$ cat src/rtl/shift_sequencer.sv
// Four-state serial shift controller: rotates a parallel word out LSB-first (TX)
// or captures a serial stream MSB-in (RX), with abort and a one-cycle done pulse.
module shift_sequencer #(
    parameter  int NBITS_DATA = 4,
    localparam int CNT_W      = (NBITS_DATA > 1) ? $clog2(NBITS_DATA) : 1
) (
    input  logic                  clk_2,
    input  logic                  reset,
    input  logic                  start,
    input  logic                  abort,
    input  logic                  mode,
    input  logic [NBITS_DATA-1:0] par_in,
    input  logic                  ser_in,
    output logic                  ser_out,
    output logic [NBITS_DATA-1:0] par_out,
    output logic                  busy,
    output logic                  done,
    output logic                  load_en,
    output logic                  shift_en,
    output logic [1:0]            state,
    output logic [CNT_W-1:0]      bit_cnt
);

    typedef enum logic [1:0] {
        IDLE  = 2'd0,
        LOAD  = 2'd1,
        SHIFT = 2'd2,
        DONE  = 2'd3
    } state_t;

    localparam logic [CNT_W-1:0] LAST_CNT = CNT_W'(NBITS_DATA - 1);

    state_t                  state_q, state_d;
    logic [NBITS_DATA-1:0]   data_q,  data_d;
    logic [NBITS_DATA-1:0]   par_q,   par_d;
    logic [CNT_W-1:0]        cnt_q,   cnt_d;
    logic                    mode_q,  mode_d;
    logic                    new_bit;
    logic [NBITS_DATA-1:0]   shifted;

    always_ff @(posedge clk_2 or posedge reset) begin
        if (reset) begin
            state_q <= IDLE;
            data_q  <= '0;
            par_q   <= '0;
            cnt_q   <= '0;
            mode_q  <= 1'b0;
        end else begin
            state_q <= state_d;
            data_q  <= data_d;
            par_q   <= par_d;
            cnt_q   <= cnt_d;
            mode_q  <= mode_d;
        end
    end

    // TX rotates the outgoing LSB back into the MSB; RX feeds ser_in into the MSB.
    assign new_bit = mode_q ? ser_in : data_q[0];
    assign shifted = {new_bit, data_q[NBITS_DATA-1:1]};

    always_comb begin
        state_d = state_q;
        data_d  = data_q;
        par_d   = par_q;
        cnt_d   = cnt_q;
        mode_d  = mode_q;
        unique case (state_q)
            IDLE: begin
                if (start) state_d = LOAD;
            end
            LOAD: begin
                if (abort) begin
                    state_d = IDLE;
                    cnt_d   = '0;
                end else begin
                    data_d  = mode ? '0 : par_in;
                    mode_d  = mode;
                    cnt_d   = '0;
                    state_d = SHIFT;
                end
            end
            SHIFT: begin
                if (abort) begin
                    state_d = IDLE;
                    cnt_d   = '0;
                end else begin
                    data_d = shifted;
                    if (cnt_q == LAST_CNT) begin
                        par_d   = shifted;
                        cnt_d   = '0;
                        state_d = DONE;
                    end else begin
                        cnt_d = cnt_q + CNT_W'(1);
                    end
                end
            end
            DONE: begin
                state_d = IDLE;
            end
            default: begin
                state_d = IDLE;
            end
        endcase
    end

    assign ser_out  = data_q[0];
    assign par_out  = par_q;
    assign busy     = (state_q != IDLE);
    assign done     = (state_q == DONE);
    assign load_en  = (state_q == LOAD);
    assign shift_en = (state_q == SHIFT);
    assign state    = state_q;
    assign bit_cnt  = cnt_q;

endmodule

$ cat config.mk
export PLATFORM = sky130hd
export DESIGN_NAME = shift_sequencer
export DESIGN_NICKNAME = d
export VERILOG_FILES = /design/src/rtl/shift_sequencer.sv
export SDC_FILE = /design/constraint.sdc
export NUM_CORES = 1
export LEC_CHECK = 0
export CAP_MARGIN = 20
export CORE_MARGIN = 10
export CORE_UTILIZATION = 45
export CTS_BUF_LIST = sky130_fd_sc_hd__clkbuf_8
export DETAILED_ROUTE_END_ITERATION = 8
export PLACE_DENSITY = 0.86
export SYNTH_ARGS = -nofsm -noshare
export SYNTH_HDL_FRONTEND = slang
export SYNTH_SLANG_ARGS = --single-unit
$ cat constraint.sdc
create_clock -name clk_2 -period 2.05 [get_ports clk_2]
set_input_delay 0.3075 -clock clk_2 [delete_from_list [all_inputs] [get_ports clk_2]]
set_output_delay 0.3075 -clock clk_2 [all_outputs]
set_load 0.005 [all_outputs]
==> results of run 1 <==
[cell type report]
type | instances | area, sq um | share of cell area
Timing Repair Buffer | 23 | 228 | 0.219
Clock buffer | 3 | 41.3 | 0.0398
Inverter | 7 | 26.3 | 0.0253
Multi-Input combinational cell | 44 | 394 | 0.380
Tap cell | 16 | 20.0 | 0.0193
Sequential cell | 13 | 325 | 0.313
Clock inverter | 1 | 3.75 | 0.00361
[path summary, 6_finish.rpt]
check                                  startpoint                      to  slack, ps  cells past startpoint
max                          state[0]$_DFFE_PP0P_                    busy        150                      4
min                                         reset  bit_cnt[0]$_DFFE_PP0P_        400                      2
max reg2reg                  state[0]$_DFFE_PP0P_   data_q[2]$_DFFE_PP0P_        310                      5
min reg2reg                par_out[3]$_DFFE_PP0P_  par_out[3]$_DFFE_PP0P_        470                      2
max in group asynchronous                   reset      mode_q$_DFFE_PP0P_       1310                      2
min in group clk_2         par_out[3]$_DFFE_PP0P_  par_out[3]$_DFFE_PP0P_        470                      2
[per-stage QoR]
step | instances | hold slack [ps] | setup WS (ps)
after floorplan | 65 | 184 | 477
final | 107 | 401 | 148
after global routing | 107 | 447 | 54.0
after CTS | 107 | 420 | 126
after detailed placement | 103 | 469 | 338
after global placement | 103 | 461 | 356
[worst register-to-register path: cells and delay by family (launching register included)]
| kind | cells | cell delay, ps |
|---|---|---|
| flip-flops | 1 | 450 |
| multiplexers | 1 | 330 |
| buffers and inverters | 2 | 320 |
| AO/OA/AOI/OAI | 1 | 310 |
| adder cells (fa/ha/maj) | 1 | 230 |
[cell usage in the layout (no fill, tap or decap)]
cell type	synthesis	final
clkdlybuf4s50_1	0	22
dfrtp_1	13	13
inv_1	7	8
ha_1	8	8
o21ai_0	4	4
mux2i_1	4	4
nand2_1	3	3
nor2b_1	3	3
nor2_1	3	3
mux2_2	3	3
clkbuf_8	0	3
o21ai_2	2	2
a22o_1	2	2
mux2_4	2	2
nand2b_1	2	2
nand3b_4	1	1
nor3b_2	1	1
o32a_1	1	1
nor3b_1	1	1
a21oi_1	1	1
nand4b_1	1	1
a22o_2	1	1
a22oi_1	1	1
buf_4	0	1
[flip-flops by register name (all words and copies together), names as in the netlist]
| signal | count |
|---|---|
| data_q | 4 |
| par_out | 4 |
| bit_cnt | 2 |
| state | 2 |
| mode_q | 1 |
[metal layers]
metal | routed length, um | up-vias | part of all wire
met2 | 692 | 15 | 0.45
met4 | 19 | 0 | 0.012
li1 | - | 276 | -
met5 | 0 | - | 0
met3 | 118 | 2 | 0.077
met1 | 710 | 260 | 0.46
[power groups by stage]
| stage | logic, mW | registers, mW | clock network [mW] |
|---|---|---|---|
| after global routing | 0.651 | 0.404 | 0.234 |
| final | 0.586 | 0.393 | 0.225 |
| after detailed placement | 0.587 | 0.397 | 0 |
| after CTS | 0.594 | 0.394 | 0.228 |
| after floorplan | 0.380 | 0.383 | 0 |
| after global placement | 0.584 | 0.393 | 0 |
[logic make-up (layout without fill, tap and decap cells)]
group,count (synthesis),count (layout),share of synthesized area
mux,9,9,0.137
simple gates,15,15,0.136
buf+inv,8,34,0.0496
compound gates,12,12,0.116
flops,13,13,0.430
fa+ha+maj,8,8,0.132
==> metrics.md, run 1 <==
| Metric | Value |
|---|---|
| CP max stage cell | clkdlybuf4s50_1 |
| Post-Syn Area | 757 sq um |
| Util after Layout | 0.674 |
| GRT Max-Usage Layer | met2 |
| Endpoint class of the critical path | output port |
| Area contributors post-synth | dfrtp_1, ha_1, mux2i_1 |
| CTS root buf | clkbuf_8 |
| Cell area after layout | 0.00104 sq mm |
| GRT Total Usage | 0.0879 |
| Status | finished, final reports clean |
| Hpwl dp | roughly 1200 um |
| Worst-path fanout max | 6 |
| # hold bufs at CTS | 0 |
| Setup Skew | 1.07 ps |
| CP delay by family, top | buffers and inverters |
| Tmin final | around 1900 ps |
| Met2 Usage GRT | 0.128 |
| Max-cap violations | 0 |
| Setup-failing EPs final | 0 |
| Cts repair resizes | 0 |
| Number of flops mapped to enable cells by yosys | 0 |
| DRC | 0 |
| Fin Setup TNS | 0 ps |
| First-pass GRT wire length | 2440 um |
| # IOs | 23 |
| Vias | about 550 |
| Postcts setup bufs | 0 |
| Total power | 1.20 mW |
| P per Cell Area | 1160 mW/mm^2 |
| Synthesized area per cell | 11.6 sq um |
| Vias per cell | 5.17 |
| Count leader, synth | dfrtp_1 |
| CP cell instances | inv_1, ha_1, inv_1, clkdlybuf4s50_1 |
| Synth Instances | 65 |
| Slowest Stage Delay on Critical Path | 500 ps |
| Gpl congestion | roughly 0.76 |
| Fin crit share | 0.928 |
| Clock buffer count from CTS | 3 |
| DR iter-0 viols | 5 |
| Final ANT Viol Nets | 0 |
| Achievable Freq | 0.526 GHz |
| #FFs+latches synth | 13 |
| Top-area cell type share of the netlist area | 0.430 |
| H-tree level count | 1 |
| Wire length per cell | 14.4 um |
| VDD IR-drop max | ~0.66 mV |
| Crit-path most repeated cell | inv_1 |
| Clk pwr share | 0.187 |
| Critical Path Source Type | flop |
| Layout filler cell count | 125 |
| Sequential fraction of the synthesis area | 0.430 |
| Layout cells sized above 1 | 0.154 |
| Sequential Power Share | 0.327 |
| Die X | 61.0 um |
| Syn Nets | 83 |
| Type of the worst setup path | flop to output port |
| Starting Density | 0.491 |
| Worst Path Required | 1740 ps |
| Area growth from synthesis to layout | 37.2% |
| Detailed Routing Iterations Pass 1 | 4 |
| Row count | 14 |
| Max-slew violations | 0 |
| P_leak | 0.520 nW |
| Total clock sinks | 13 |
| Post-synth top area cell | dfrtp_1 |
| Die area | between 0.003 and 0.004 sq mm |
| Type of the worst min-delay path | primary input to asynchronous set/reset pin |
| Core ar. | 0.00154 sq mm |
| Met3 usage | 0.0288 |
| Initial antenna violation count | 0 |
| Clock-pin slew on the worst setup and hold paths | approximately 60 ps |
| Comb power frac | 0.487 |
| Critical path buffer and inverter count | 3 |
| Share of flip-flops with an asynchronous set or reset | 1.00 |
| Hold violation count in the final report | 0 |
| Synth unique cells | 22 |
| Net count, final | 110 |
| CTS tree | built |
| Pin count of the biggest net entering global routing | 14 |
| WL final | 1540 um |
| Die H | 61.0 um |
| Switch share | 0.339 |
| Arrival time at the worst endpoint | 1590 ps |
| Slew @ Worst Pin | ~520 ps |
| Antenna diodes | 0 |
| Clock Latency Late Sink | 240 ps |
| Max_slew headroom | 0.656 |
| Vias in the first global route | ~520 |
| Top cells by count, synth | dfrtp_1, ha_1, inv_1 |
| Syn. warnings | 0 |
| Clk buf depth | 2 |
| Cell Int Power | 796 uW |
| Placed Area | around 990 sq um |
| I/O Buffers | 22 |
| Global route overflow | 0 |
| M1 GR Usage | 0.109 |
| Unrepaired setup endpoints after global routing | no |
| Switching power total | around 400 uW |
| Top FF cell, synth | dfrtp_1 |
(Power assumes the default switching activity.)
==> run 2, diff against run 1 <==
- GPL_ROUTABILITY_DRIVEN: unset -> 0
==> results of run 2 <==
Same layout as run 1: the final DEF is identical, and so are final timing and power.
==> run 3, diff against run 2 <==
- SLEW_MARGIN: unset -> 5
==> results of run 3 <==
Same layout as run 1: the final DEF is identical, and so are final timing and power.
==> RTL edit 1: new RTL, flow settings as in run 1 <==
Register the inputs `start`, `abort`, `mode`, `par_in` and `ser_in` before use, cleared by the reset. The logic sees them one clock later. Comments in the files are not updated.
--- a/src/rtl/shift_sequencer.sv
+++ b/src/rtl/shift_sequencer.sv
@@ -32,2 +32,24 @@
 
+    logic start_q;
+    logic abort_q;
+    logic mode_r;
+    logic [NBITS_DATA-1:0] par_r;
+    logic ser_q;
+
+    always_ff @(posedge clk_2 or posedge reset) begin
+        if (reset) begin
+            start_q <= '0;
+            abort_q <= '0;
+            mode_r  <= '0;
+            par_r   <= '0;
+            ser_q   <= '0;
+        end else begin
+            start_q <= start;
+            abort_q <= abort;
+            mode_r  <= mode;
+            par_r   <= par_in;
+            ser_q   <= ser_in;
+        end
+    end
+
     state_t                  state_q, state_d;
@@ -57,3 +79,3 @@
     // TX rotates the outgoing LSB back into the MSB; RX feeds ser_in into the MSB.
-    assign new_bit = mode_q ? ser_in : data_q[0];
+    assign new_bit = mode_q ? ser_q : data_q[0];
     assign shifted = {new_bit, data_q[NBITS_DATA-1:1]};
@@ -68,6 +90,6 @@
             IDLE: begin
-                if (start) state_d = LOAD;
+                if (start_q) state_d = LOAD;
             end
             LOAD: begin
-                if (abort) begin
+                if (abort_q) begin
                     state_d = IDLE;
@@ -75,4 +97,4 @@
                 end else begin
-                    data_d  = mode ? '0 : par_in;
-                    mode_d  = mode;
+                    data_d  = mode_r ? '0 : par_r;
+                    mode_d  = mode_r;
                     cnt_d   = '0;
@@ -82,3 +104,3 @@
             SHIFT: begin
-                if (abort) begin
+                if (abort_q) begin
                     state_d = IDLE;
Behaviour: not the same (a bounded check fails within 4 cycles, from zero or initial values and one cycle with reset high).
==> RTL edit 1 against run 1 <==
Global-route usage is 0.47 points higher. Via count is 10% higher. Die area is 16% higher. Core utilization is 4.2 points lower. Sequential cell count is 8 higher. Sequential power is 47% higher. Combinational power is 6.0% higher. Routed wire length is 14% higher. Largest cell class is now flip-flops and latches. Setup slack worse by 85 ps. Total power is 22% higher. Cell area is 20% higher. Clock skew is 1.6 ps higher. Critical endpoint is now shift_en. Area after synthesis is 25% higher.
==> RTL edit 1: results (changes against run 1) <==
layout cells sized above 1=18.2% (+2.8 points); reg2reg end=data_q[3]; Routed WL=1750 um (+14%); length of routed met3 wiring=126 um (+6.8%); post-CTS setup buffer count=0 (unchanged); met3 Track Usage GR=3.39% (+0.51 points); synthesized instance count=73 (+12%); met1 track demand over resource=10.4% (-0.47 points); Final Wtd Congestion=0.799 (+5.7%); Layout Cells excl Fill=126 (+18%); outcome=complete, no violations; TritonRoute pass-1 iters=2 (-2); Synth top cells by count=21 x dfrtp_1, 8 x ha_1, 7 x inv_1, 5 x mux2_2, 4 x a21oi_1; global-route wire length before repair=3050 um (+25%); crit-path max cell delay=530 ps (+30 ps); sequential share of the synthesized area=55.6% (+13 points); static leakage=0.590 nW (+13%); pin count of the biggest net entering global routing=22 (+8); Warnings, synthesis=0 (unchanged); reg2reg setup slack=430 ps (+120 ps); vias in the first global route=686 (+32%); Synth cell types=25 (+14%); worst vdd ir=0.903 mV (+36%); skew final=2.62 ps (+1.56 ps); initial antenna violation count=0 (unchanged); post-synth net total=91 (+9.6%); Post-DP HPWL=1370 um (+15%); metal2 WL=785 um (+13%); CTS resizes=1 (+1); uppermost layer routed=met4; DRC marker count from the first detailed-route iteration=22 (+17); post-layout net count=118 (+7.3%); vias=611 (+10%); met2 usage=14.3% (+1.4 points); Worst Tran Pin Value=328 ps (-188 ps); Tot GR Track Use=9.26% (+0.47 points); FF-to-FF Start=state[0]; hold slack=358 ps (-42.5 ps); Filler cells=156 (+25%); Area contributors post-synth=dfrtp_1 56%, ha_1 11%, mux2_2 6.0%, inv_1 2.8%, a21oi_1 2.1%; M1 WL=793 um (+12%)
-- RTL edit 1: changes by cell type in the layout (fill, tap and decap cells not counted), moves of 2 or more --
cell and change:
a21oi_1 +3, a22o_1 -2, a31oi_1 +3, dfrtp_1 +8
mux2_2 +2, mux2i_1 -2, nor2b_1 -3, o21ai_0 -2
o21ai_2 -2
-- RTL edit 1: cells by family after synthesis --
group | share of synthesized area [%]
buffers and inverters | 3.31
adder cells (fa/ha/maj) | 10.6
AND/OR/NAND/NOR | 8.73
AO/OA/AOI/OAI | 12.2
multiplexers | 9.66
flip-flops | 55.6
-- RTL edit 1: cell type report --
cell class	instances	area share [%]
Timing Repair Buffer	23	18.2
Inverter	7	2.10
Tap cell	27	2.70
Clock buffer	3	3.30
Clock inverter	1	0.400
Sequential cell	21	42.0
Multi-Input combinational cell	44	31.3
-- RTL edit 1: report_power, final --
group          switching [mW]  internal [mW]  leakage [nW]
registers              0.0788          0.499         0.262
clock network           0.131          0.136        0.0255
logic                   0.288          0.332         0.303
-- RTL edit 1: worst min-delay path: stages --
cell and delay (ps):
clkdlybuf4s50_1 390, inv_1 50, buf_4 260
-- RTL edit 1: worst max path at each step --
stage	start	end	slack, ps
2_1_floorplan	state[0]	data_q[3]	560
3_3_place_gp	state[0]	shift_en	330
3_5_place_dp	state[0]	shift_en	270
4_1_cts	state[0]	shift_en	50
5_1_grt	state[0]	shift_en	-8
6_report	state[0]	shift_en	60
-- RTL edit 1: metrics by stage --
step / instance area [um^2] / setup slack (ps) / util (%)
floorplan: 946 / 561 / -
global placement: 1200 / 326 / 60.7
detailed placement: 1200 / 271 / 60.7
CTS: 1250 / 49.1 / 63.1
global route: 1250 / -8.33 / 63.1
finish: 1250 / 63.7 / 63.1
==> RTL edit 2: new RTL, settings of run 1 <==
Made on the original files. Change the parameter `NBITS_DATA` from 4 to 8.
--- a/src/rtl/shift_sequencer.sv
+++ b/src/rtl/shift_sequencer.sv
@@ -3,3 +3,3 @@
 module shift_sequencer #(
-    parameter  int NBITS_DATA = 4,
+    parameter  int NBITS_DATA = 8,
     localparam int CNT_W      = (NBITS_DATA > 1) ? $clog2(NBITS_DATA) : 1
Interface: changed (resized bit_cnt, par_in and par_out); port bits go from 23 to 32. The function was not compared with the original's and may differ.
==> RTL edit 2 against run 1 <==
Routed wire length increased by 57%. Cell area is 37% higher. Total power is 15% higher. Cell count is 41% higher. Fmax is essentially flat. Sequential share of layout area is 7.4 points higher. Critical path depth did not move. Setup slack about the same. Area after synthesis increased by 34%. Core utilization shrank 1.8 points. Sequential cell count increased by 9. Highest routed layer is now met3.
==> RTL edit 2: results (changes against run 1) <==
outcome=complete, no violations; number of port buffers=31 (+41%); Area contributors post-synth=dfrtp_1 54%, mux2_2 11%, ha_1 7.4%, o21ai_0 4.4%, a22oi_1 4.4%; Synth cell types=21 (-4.5%); Slew headroom=72.1% (+6.6 points); vias=783 (+42%); crit-path max FO=5 (-1); Final Wtd Congestion=0.785 (+3.9%); reg2reg setup slack=360 ps (+50 ps); reg2reg end=par_out[4]; sequential share of the synthesized area=54.4% (+11 points); met2 usage=22.0% (+9.2 points); M1 WL=941 um (+33%); metal2 WL=1250 um (+80%); reported net switching power=432 uW (+6.0%); post-layout net count=144 (+31%); Filler cells=185 (+48%); static leakage=0.660 nW (+27%); post-synth net total=107 (+29%); layout cells sized above 1=16.3% (+0.88 points); vias in the first global route=854 (+64%); pin count of the biggest net entering global routing=23 (+9); DR WL/cell=16.0 um (+11%); worst vdd ir=0.664 mV (about the same); Tot GR Track Use=11.5% (+2.7 points); length of routed met3 wiring=235 um (+99%); met1 track demand over resource=11.4% (+0.58 points); met3 Track Usage GR=5.12% (+2.2 points); skew final=2.26 ps (+1.19 ps); uppermost layer routed=met3
-- RTL edit 2: cell types whose count changed after synthesis, sizes merged, moves of 2 or more --
cell,before,now
dfrtp,13,22
nand2,3,9
a22oi,1,6
mux2,5,10
a22o,3,0
mux2i,4,1
nor2b,3,0
o21ai,6,9
a21oi,1,3
ha,8,6
nand3,0,2
nor2,3,1
-- RTL edit 2: power groups by stage --
stage	clock, mW	sequential [mW]	combinational, mW
after global placement	0	0.611	0.459
after detailed placement	0	0.615	0.476
after floorplan	0	0.596	0.261
final	0.297	0.608	0.474
after global routing	0.332	0.622	0.545
after CTS	0.306	0.608	0.483
-- RTL edit 2: worst max-delay path by stage --
| stage | end | cells past startpoint |
|---|---|---|
| final | busy | 4 |
| after global routing | shift_en | 3 |
| after CTS | busy | 4 |
| after detailed placement | par_out[4] | 4 |
| after global placement | par_out[4] | 4 |
| after floorplan | par_out[0] | 5 |
-- RTL edit 2: logic make-up (layout without fill, tap and decap cells) --
logic type | after synthesis | after routing | synth area share [%]
AOI/OAI and AO/OA | 22 | 22 | 13.7
muxes | 11 | 11 | 12.1
buffers and inverters | 10 | 46 | 4.20
and+or+nand+nor | 16 | 16 | 8.16
DFF | 22 | 22 | 54.4
adders and majority gates | 6 | 6 | 7.42
-- RTL edit 2: stage by stage --
step           setup slack, ps  std cells  hold WS (ps)
2_1_floorplan              509         87           297
6_report                   149        151           382
3_3_place_gp               342        147           489
4_1_cts                    135        151           391
5_1_grt                   50.8        151           412
3_5_place_dp               286        147           494
-- RTL edit 2: area by class of cell --
type | count | area, um^2 | share of cell area, %
clock buffers | 4 | 55.1 | 3.87
inverters | 8 | 30.0 | 2.11
flip-flops and latches | 22 | 551 | 38.7
well taps | 28 | 35.0 | 2.46
multi-input cells | 55 | 419 | 29.5
repair buffers | 34 | 333 | 23.4
